## config.mk

```make
export PLATFORM = sky130hd
export DESIGN_NAME = alsu
export DESIGN_NICKNAME = d
export VERILOG_FILES = /design/src/rtl/alsu.sv
export SDC_FILE = /design/constraint.sdc
export NUM_CORES = 1
export LEC_CHECK = 0
export CORE_MARGIN = 3
export CORE_UTILIZATION = 54
export DETAILED_ROUTE_END_ITERATION = 7
export PLACE_DENSITY = 0.84
export SETUP_SLACK_MARGIN = 0.2
export SYNTH_ARGS = -nofsm -noshare
export SYNTH_HDL_FRONTEND = slang
export SYNTH_SLANG_ARGS = --single-unit
```

## constraint.sdc

```tcl
create_clock -name clk -period 3.9 [get_ports clk]
set_input_delay 0.39 -clock clk [delete_from_list [all_inputs] [get_ports clk]]
set_output_delay 0.39 -clock clk [all_outputs]
set_load 0.01 [all_outputs]
```

## src/rtl/alsu.sv

```systemverilog
// Two-stage arithmetic/logic/shift unit; every input is registered, then the result and LED blink are registered.
// Latency 2 clocks; no backpressure, a new operation is accepted every cycle.
module alsu #(
    parameter int BITS           = 3,
    parameter     INPUT_PRIORITY = "A",
    parameter     FULL_ADDER     = "ON"
) (
    input  logic              clk,
    input  logic              rst,
    input  logic [BITS-1:0]   A,
    input  logic [BITS-1:0]   B,
    input  logic              cin,
    input  logic              SI,
    input  logic              sh_left,
    input  logic              red_op_A,
    input  logic              red_op_B,
    input  logic              pass_A,
    input  logic              pass_B,
    input  logic [2:0]        opcode,
    output logic [2*BITS-1:0] out,
    output logic [15:0]       leds
);

    localparam int W        = 2 * BITS;
    localparam bit PRIO_A   = (INPUT_PRIORITY == "A");
    localparam bit FULL_ADD = (FULL_ADDER == "ON");

    logic [BITS-1:0] a_d, a_q, b_d, b_q;
    logic            cin_d, cin_q, si_d, si_q, sh_left_d, sh_left_q;
    logic            red_a_d, red_a_q, red_b_d, red_b_q;
    logic            pass_a_d, pass_a_q, pass_b_d, pass_b_q;
    logic [2:0]      opcode_d, opcode_q;
    logic [W-1:0]    out_d, out_q;
    logic [15:0]     leds_d, leds_q;

    logic red_any, use_red_a, invalid;

    always_comb begin
        a_d       = A;
        b_d       = B;
        cin_d     = cin;
        si_d      = SI;
        sh_left_d = sh_left;
        red_a_d   = red_op_A;
        red_b_d   = red_op_B;
        pass_a_d  = pass_A;
        pass_b_d  = pass_B;
        opcode_d  = opcode;
    end

    always_comb begin
        out_d     = '0;
        leds_d    = '0;
        red_any   = red_a_q | red_b_q;
        use_red_a = red_a_q & (~red_b_q | PRIO_A);
        // Reductions are only meaningful for AND/XOR; any other opcode with a reduction flag is a bad request.
        invalid   = (opcode_q[2:1] == 2'b11) || (red_any && (opcode_q[2:1] != 2'b00));

        if (pass_a_q || pass_b_q) begin
            if (pass_a_q && (!pass_b_q || PRIO_A)) begin
                out_d = {{BITS{1'b0}}, a_q};
            end else begin
                out_d = {{BITS{1'b0}}, b_q};
            end
        end else if (invalid) begin
            leds_d = ~leds_q;
        end else begin
            case (opcode_q)
                3'b000: begin
                    if (!red_any)       out_d = {{BITS{1'b0}}, a_q & b_q};
                    else if (use_red_a) out_d = {{(W-1){1'b0}}, &a_q};
                    else                out_d = {{(W-1){1'b0}}, &b_q};
                end
                3'b001: begin
                    if (!red_any)       out_d = {{BITS{1'b0}}, a_q ^ b_q};
                    else if (use_red_a) out_d = {{(W-1){1'b0}}, ^a_q};
                    else                out_d = {{(W-1){1'b0}}, ^b_q};
                end
                3'b010: out_d = W'(a_q) + W'(b_q) + W'(cin_q & FULL_ADD);
                3'b011: out_d = W'(a_q) * W'(b_q);
                3'b100: out_d = sh_left_q ? {out_q[W-2:0], si_q} : {si_q, out_q[W-1:1]};
                3'b101: out_d = sh_left_q ? {out_q[W-2:0], out_q[W-1]} : {out_q[0], out_q[W-1:1]};
                default: out_d = '0;
            endcase
        end
    end

    always_ff @(posedge clk or posedge rst) begin
        if (rst) begin
            a_q       <= '0;
            b_q       <= '0;
            cin_q     <= 1'b0;
            si_q      <= 1'b0;
            sh_left_q <= 1'b0;
            red_a_q   <= 1'b0;
            red_b_q   <= 1'b0;
            pass_a_q  <= 1'b0;
            pass_b_q  <= 1'b0;
            opcode_q  <= '0;
            out_q     <= '0;
            leds_q    <= '0;
        end else begin
            a_q       <= a_d;
            b_q       <= b_d;
            cin_q     <= cin_d;
            si_q      <= si_d;
            sh_left_q <= sh_left_d;
            red_a_q   <= red_a_d;
            red_b_q   <= red_b_d;
            pass_a_q  <= pass_a_d;
            pass_b_q  <= pass_b_d;
            opcode_q  <= opcode_d;
            out_q     <= out_d;
            leds_q    <= leds_d;
        end
    end

    assign out  = out_q;
    assign leds = leds_q;

endmodule

```

==> reports/results.ini <==
[clocking]
cts.htree.levels=2
cts_inserted_buffers=5
cts_buffer_depth=2
cts_setup_buffers=0
clkLatencyLatePin_ps=330
cts_tree=built
ctsHoldBuffers=0
ctsResizeCount=0
clk_pin_slew_ps=110
root_buffer=clkbuf_4
clock_sinks=38

[route]
drcViolationCount=0
wire_per_inst_um=16.2
drtAntennaViolNets=0
drt_iter0_drc=80
wl_um=3970
first_pass_iters=4
via_per_inst=5.53
vias=1355

[flow_run]
drv_cap=0

[timing]
setup-tns-final_ps=0
drv_slew=0
slew-limit-headroom_pct=70.7
grt_setup_unrepaired=no
hold_violations=0
period_needed_ps=2370
skew_ps=6.99
finalSetupViolations=0
finalCritPeriodShare_pct=60.8
tightest_slew_ps=439
fmax_ghz=0.422

[hold_path]
min_path_type=in -> async

[grt]
track_usage_pct=22.2
grt-ovfl-total=0
grt_pass1_wl_um=7010
grt_max_degree=30
grt_pass1_vias=1554
antenna_found_initial=0

[setup_path]
path_class=reg -> reg
critPathLaunchType=register
r2r-start=a_q[1]
worstPathMaxFanout=7
rr_worst_depth=8
r2r_end=out[3]
rrSetupSlack_ps=1530
arrival_ps=2640
cp.required_ps=4170
endpoint_kind=register

[layout]
layout.nets=233
area_delta_synth_final_pct=28.8
drive_gt1_share_pct=8.96
diodes=0
filler_cell_count=201
post-route-util_pct=75.1

[yosys]
synth_cell_types=40
synth_top_area_share_pct=52.1
synth-async-reset-ratio_pct=100
synth_seq_area_share_pct=52.1
synthCells=158
syn_area_per_cell_um2=11.5
synth_warnings=0
ys.flop_type=dfrtp_1
yosys.area.top_type=dfrtp_1
synthTopCellsByArea=dfrtp_1, ha_1, nor2_1
ys_ff_latch=38
synth-edff-count=0
synth_area_mm2=0.00182
synth.net_count=191

[floorplanning]
die_area_mm2=0.00411
core-area_mm2=0.00313
die_h_um=64.1
die_w_um=64.1
start_util_pct=58.3
io_pins=40
rows=20

[placed_design]
gp_congestion=0.878
dp_hpwl_um=2970
portBuffers=39

[power_and_ir_drop]
power.leakage_nw=1.08
powerDensity_mw_per_mm2=389
vdd_drop_max_mv=0.325

[run_status]
outcome=finished, final reports clean

-- layout make-up --
class | instances | area [um2] | area share (%)
Clock inverter | 2 | 60.1 | 2.56
Inverter | 7 | 26.3 | 1.12
Tap cell | 44 | 55.1 | 2.34
Sequential cell | 38 | 951 | 40.5
Clock buffer | 6 | 51.3 | 2.18
Multi-Input combinational cell | 108 | 808 | 34.4
Timing Repair Buffer | 40 | 398 | 16.9
-- critical path: stages (launching register included) --
cell and delay [ps]:
dfrtp_1 470, ha_1 280, xnor2_1 190, ha_1 250
ha_1 220, fa_1 490, nor2_1 50, o32a_1 280
nor2_1 80
-- cells in the final DEF (no fill, tap or decap), types with 2 or more instances in the layout --
cell type and instances:
clkdlybuf4s50_1 39, dfrtp_1 38, nor2_1 24, ha_1 12
nand2_1 9, inv_1 7, mux2i_1 6, and2_1 5
clkbuf_4 5, nand3_1 4, xnor2_1 4, a21oi_1 4
o22a_1 3, mux2_2 3, fa_1 3, o21ai_0 2
nand2b_1 2, a21o_1 2, a211oi_1 2, a311oi_1 2
o221ai_1 2, nor3_1 2, a31oi_1 2, bufinv_16 2
-- cells in the mapped netlist, types with 2 or more instances --
master     n
a211oi_1   2
a21o_1     2
a21oi_1    4
a311oi_1   2
a31oi_1    2
and2_1     5
buf_6      2
dfrtp_1   38
fa_1       3
ha_1      12
inv_1      7
mux2_2     3
mux2i_1    6
nand2_1    9
nand2b_1   2
nand3_1    4
nor2_1    24
nor3_1     2
o21ai_0    2
o221ai_1   2
o22a_1     3
xnor2_1    4
-- sequential cells by signal, summed over array words and instances, names as in the netlist --
register	flops
leds	16
out	6
a_q	3
b_q	3
opcode_q	3
cin_q	1
pass_a_q	1
pass_b_q	1
red_a_q	1
red_b_q	1
sh_left_q	1
si_q	1
-- report_power, final --
| group | total [mW] | switching [mW] | internal (mW) | leakage (nW) |
|---|---|---|---|---|
| clock network | 0.340 | 0.123 | 0.217 | 0.0585 |
| logic | 0.133 | 0.0595 | 0.0738 | 0.546 |
| registers | 0.440 | 0.0258 | 0.414 | 0.480 |
-- worst max path at each step --
stage                start  endpoint  slack [ps]
finish              a_q[1]    out[3]        1530
detailed placement  a_q[1]    out[3]        1570
global placement    a_q[1]    out[3]        1650
floorplan           a_q[1]    out[3]        1710
global route        a_q[1]    out[3]        1400
CTS                 a_q[1]    out[3]        1520
-- stage by stage --
step           std cells  hold slack [ps]  power, mW  instance area (um2)  setup WS (ps)
2_1_floorplan        158              421      0.518                 1820           1710
3_3_place_gp         237              415      0.573                 2240           1650
3_5_place_dp         237              416      0.579                 2240           1570
4_1_cts              245              303      0.921                 2350           1520
5_1_grt              245              342      0.956                 2350           1400
6_report             245              308      0.913                 2350           1530
-- layer usage --
| layer | GRT usage (%) | vias up | share of wire (%) | wire (um) |
|---|---|---|---|---|
| li1 | - | 636 | - | - |
| met1 | 24.2 | 661 | 38 | 1510 |
| met2 | 40.9 | 49 | 55 | 2170 |
| met3 | 5.45 | 9 | 5.2 | 205 |
| met4 | 8.44 | 0 | 2.1 | 84 |
| met5 | 0 | - | 0 | 0 |
-- cell families after synthesis --
group,share of synthesized area (%)
adder cells (fa/ha/maj),11.5
AO/OA/AOI/OAI,11.0
flip-flops,52.1
multiplexers,5.14
XOR/XNOR,1.92
buffers and inverters,3.57
AND/OR/NAND/NOR,14.7
No activity file was read; power rests on OpenSTA's default activity.
